==> src/rtl/run_detector.sv <==
// run_detector
//   Serial run/pattern detector for switch/KEY lab tops. One sample is shifted
//   into a DEPTH-bit window on every enabled clock edge. Once the window has
//   been completely filled since the last reset/clear, it is compared against
//   the selected mode: all ones, all zeros, either of those, or a live
//   programmable pattern. The block also tracks:
//   - the length of the current run of equal samples,
//   - a saturating count of match rising edges,
//   - a sticky "ever matched" flag.
//
// Parameters
//   DEPTH        window length in samples (>= 2)
//   CNT_W        width of run_len / match_count (2**CNT_W-1 >= DEPTH)
//
// Ports
//   clock        system clock, rising edge
//   reset        asynchronous, active-low; clears all state
//   clear        synchronous clear, same effect as reset, overrides enable
//   enable       accept 'in' on this edge
//   in           serial sample
//   mode         00 all-ones, 01 all-zeros, 10 either, 11 pattern
//   pattern      target window for mode 11 (bit DEPTH-1 = oldest)
//   data         window contents, data[0] newest, data[DEPTH-1] oldest
//   valid        window holds DEPTH samples accepted since reset/clear
//   match        window satisfies mode (combinational from registers)
//   match_pulse  one-cycle pulse on the rising edge of match
//   run_len      length of the current run of equal accepted samples
//   match_count  number of match_pulse events, saturating
//   sticky       set on any match, held until reset/clear
module run_detector #(
  parameter int DEPTH = 4,
  parameter int CNT_W = 8
) (
  input  logic             clock,
  input  logic             reset,
  input  logic             clear,
  input  logic             enable,
  input  logic             in,
  input  logic [1:0]       mode,
  input  logic [DEPTH-1:0] pattern,
  output logic [DEPTH-1:0] data,
  output logic             valid,
  output logic             match,
  output logic             match_pulse,
  output logic [CNT_W-1:0] run_len,
  output logic [CNT_W-1:0] match_count,
  output logic             sticky
);

  localparam int               FILL_W    = $clog2(DEPTH + 1);
  localparam logic [FILL_W-1:0] FILL_FULL = FILL_W'(DEPTH);
  localparam logic [CNT_W-1:0]  CNT_MAX   = {CNT_W{1'b1}};

  localparam logic [1:0] MODE_ONES    = 2'b00;
  localparam logic [1:0] MODE_ZEROS   = 2'b01;
  localparam logic [1:0] MODE_EITHER  = 2'b10;
  localparam logic [1:0] MODE_PATTERN = 2'b11;

  logic [FILL_W-1:0] fill;
  logic              match_prev;
  logic              window_hit;
  logic              all_ones;
  logic              all_zeros;

  assign all_ones  = &data;
  assign all_zeros = ~|data;

  // Mode and pattern are compared live, so a change while the window is held
  // shows up on match in the same cycle.
  always_comb begin
    window_hit = 1'b0;
    case (mode)
      MODE_ONES:    window_hit = all_ones;
      MODE_ZEROS:   window_hit = all_zeros;
      MODE_EITHER:  window_hit = all_ones | all_zeros;
      MODE_PATTERN: window_hit = (data == pattern);
      default:      window_hit = 1'b0;
    endcase
  end

  // A freshly cleared window of zeros must not match mode 01 before it has
  // actually been filled with samples.
  assign valid       = (fill == FILL_FULL);
  assign match       = valid & window_hit;
  assign match_pulse = match & ~match_prev;

  // Sample window and fill counter; fill saturates once the window is full.
  always_ff @(posedge clock or negedge reset) begin
    if (!reset) begin
      data <= '0;
      fill <= '0;
    end else if (clear) begin
      data <= '0;
      fill <= '0;
    end else if (enable) begin
      data <= {data[DEPTH-2:0], in};
      if (fill != FILL_FULL)
        fill <= fill + 1'b1;
    end
  end

  // Run length: the first sample after reset/clear starts a run of 1,
  // otherwise the run extends while the new sample equals the newest one.
  always_ff @(posedge clock or negedge reset) begin
    if (!reset) begin
      run_len <= '0;
    end else if (clear) begin
      run_len <= '0;
    end else if (enable) begin
      if (fill == '0)
        run_len <= CNT_W'(1);
      else if (in == data[0]) begin
        if (run_len != CNT_MAX)
          run_len <= run_len + 1'b1;
      end else
        run_len <= CNT_W'(1);
    end
  end

  // Match history runs every clock regardless of enable, so a mode or pattern
  // change on a held window still produces its own pulse.
  always_ff @(posedge clock or negedge reset) begin
    if (!reset) begin
      match_prev  <= 1'b0;
      match_count <= '0;
      sticky      <= 1'b0;
    end else if (clear) begin
      match_prev  <= 1'b0;
      match_count <= '0;
      sticky      <= 1'b0;
    end else begin
      match_prev <= match;
      sticky     <= sticky | match;
      if (match_pulse && (match_count != CNT_MAX))
        match_count <= match_count + 1'b1;
    end
  end

endmodule

==> config.mk <==
export PLATFORM = sky130hd
export DESIGN_NAME = run_detector
export DESIGN_NICKNAME = d
export VERILOG_FILES = /design/src/rtl/run_detector.sv
export SDC_FILE = /design/constraint.sdc
export NUM_CORES = 1
export LEC_CHECK = 0
export ABC_AREA = 1
export CORE_MARGIN = 3
export CORE_UTILIZATION = 54
export CTS_CLUSTER_DIAMETER = 80
export DETAILED_ROUTE_END_ITERATION = 8
export PLACE_DENSITY = 0.95
export RECOVER_POWER = 25
export REMOVE_ABC_BUFFERS = 1
export SYNTH_ARGS = -nofsm -noshare
export SYNTH_HDL_FRONTEND = slang
export SYNTH_SLANG_ARGS = --single-unit
==> constraint.sdc <==
create_clock -name clock -period 3.1 [get_ports clock]
set_input_delay 0.62 -clock clock [delete_from_list [all_inputs] [get_ports clock]]
set_output_delay 0.62 -clock clock [all_outputs]
set_load 0.01 [all_outputs]
==> metrics.yaml <==
start_util_pct: 60.1
cap_violations: 0
fin_cells: 286
p_leak_nw: 1.00
fin_setup_tns_ns: 0
cts_hold_buf: 0
synthesis.area_mm2: 0.00157
switching_power_uw: 176
skew_ns: 0.00223
p_per_area_mw_per_mm2: 311
worst_slack_ns: 0.165
hp-start: "sticky"
final_cell_mix: "nand2_1 (61), clkdlybuf4s50_1 (32), inv_1 (28), nor2_1 (26), nand3_1 (26)"
finalCriticalPeriod_ns: 2.94
multi_input_area_um2: 800
clk_pin_slew_ns: 0.13
avgSynthCellArea_um2: 7.24
fmax_mhz: 341
die-width_um: 59.9
end_kind: "output pin"
share_comb_of_total_power_pct: 19.8
grt_max_degree: 26
antenna_found_initial: 0
clk_path_buf_depth: 2
dieArea_mm2: 0.00359
rows: 18
cts-buffers-inserted: 3
htreeDepth: 1
ir_drop_uv: 250
io_pins: 35
cts_sinks: 25
yosys.area.top_type: "dfrtp_1"
p_int_uw: 441
hold_viol_final: 0
power.total_uw: 617
synth_top_area_share_pct: 39.8
drive_above_1_share_pct: 8.98
diodes: 0
grt_first_pass_wirelength_mm: 5.67
drtPass1Iterations: 4
synth_seq_cells: 25
critPathKind: "in -> out"
p_seq_share_pct: 56.8
place_area_mm2: 0.00196
grt_pass1_vias: 1360
drt-total-wl_mm: 3.44
areaGrowthSynthToFinish_pct: 26.4
maxSlewViolCount: 0
period_share_pct: 94.7
clockRootBuffer: "clkbuf_4"
wl_per_cell_um: 12.0
core_area_mm2: 0.00261
clkPwrFrac_pct: 23.4
port_buffers: 34
ant_nets: 0
synthCells: 217
gp_congestion: 0.825
fillers: 207
status: "complete, no violations"
seq_area_um2: 626
relSlewSlack_pct: 12.6
vias: 1492
drt_iter0_drc: 55
synth_area_leaders: "dfrtp_1 (40%), nand2_1 (15%), nand3_1 (8.3%)"
cp-start-kind: "primary input"
avgViaCountPerCell: 5.22
grt_overflow_total: 0
tightest_slew_ns: 1.31
layout_commonest_cell: "nand2_1"
place_ws_ns: 0.155
worstPathArrival_ns: 2.32
synth_cell_types: 30
tritoncts: "yes"
fin_nets: 272
crit_start: "pattern[1]"
place_inst: 282
final_area_mm2: 0.00198
hpwl_mm: 2.64
drc: 0
grt_usage_pct: 20.4
reg2reg_depth: 11
report.final.setup_viol: 0
hold_class: "reg -> reg"
seq_area_frac_synth_pct: 39.8
die_h_um: 59.9
crit_path_max_fanout: 3
min_path_cells: 2
clock_latency_ns: 0.31
yosysWarningCount: 0
power_switching_share_pct: 28.6
cp.required_ns: 2.48
rsz0062_at_grt: "no"
worstReg2RegStart: "fill[0]"
==> power by group through the flow <==
stage / clock network (mW) / logic [mW] / registers (mW)
2_1_floorplan: 0 / 0.0589 / 0.359
3_3_place_gp: 0 / 0.119 / 0.356
5_1_grt: 0.163 / 0.137 / 0.352
6_report: 0.145 / 0.122 / 0.351
3_5_place_dp: 0 / 0.124 / 0.356
4_1_cts: 0.150 / 0.125 / 0.350
==> stage by stage <==
step / hold slack, ns / util (%)
after floorplan: 0.324 / -
after global placement: 0.492 / 75.0
after detailed placement: 0.515 / 75.0
after CTS: 0.548 / 76.0
after global routing: 0.577 / 76.0
final: 0.539 / 76.0
==> kinds of logic after synthesis <==
group / Yosys count / share of synthesized area (%)
AOI/OAI and AO/OA: 11 / 4.14
xor gates and xnor gates: 8 / 4.46
adders and majority gates: 4 / 3.19
buffers and inverters: 35 / 9.24
DFF: 25 / 39.8
and+or+nand+nor: 134 / 39.1
==> per-layer routing <==
layer | GRT usage [%] | part of all wire, % | wire, um
met3 | 3.67 | 5.0 | 172
met1 | 25.8 | 44 | 1530
met5 | 0 | 0 | 0
met2 | 36.6 | 50 | 1730
met4 | 3.48 | 0.26 | 9
==> critical path: stages <==
cell	delay, ns
clkdlybuf4s50_1	0.48
inv_1	0.04
nand2_1	0.05
nand2_1	0.05
nor2_1	0.12
nand3_1	0.08
nand3_1	0.13
nand2_1	0.11
inv_1	0.09
clkdlybuf4s50_1	0.53
==> cell usage after synthesis (all sizes together) <==
library cell,number
xor2,6
nand4,5
dfrtp,25
xnor2,2
nor2,27
a21oi,4
o21ai,6
nor3,4
or2,1
inv,31
buf,2
nand3,27
clkbuf,1
nor3b,1
clkinv,1
nand2,67
and2,1
ha,4
nand3b,1
a211oi,1
==> sequential cells by signal, indices dropped and copies added (netlist names) <==
name and cells:
data 4, fill 3, match_count 8, match_prev 1, run_len 8, sticky 1
==> timing repair <==
action                                  in CTS  in global routing
resized for setup                            0                  1
endpoints found under the setup margin       0                  1
setup buffers                                0                  0
==> final cells by class <==
| type | count | share of cell area (%) |
|---|---|---|
| Timing Repair Buffer | 38 | 18.6 |
| Multi-Input combinational cell | 157 | 40.3 |
| Clock buffer | 4 | 1.32 |
| Inverter | 32 | 6.37 |
| Sequential cell | 25 | 31.5 |
| Tap cell | 30 | 1.89 |
==> final timing paths <==
| path | slack (ns) | to |
|---|---|---|
| setup / recovery | 0.16 | match |
| min in group asynchronous | 1.10 | run_len[5] |
| hold / removal | 0.54 | sticky |
| setup reg to reg | 1.09 | run_len[4] |
| max in group asynchronous | 1.23 | fill[0] |
| hold reg to reg | 0.54 | sticky |
No activity file was read; power rests on OpenSTA's default activity.
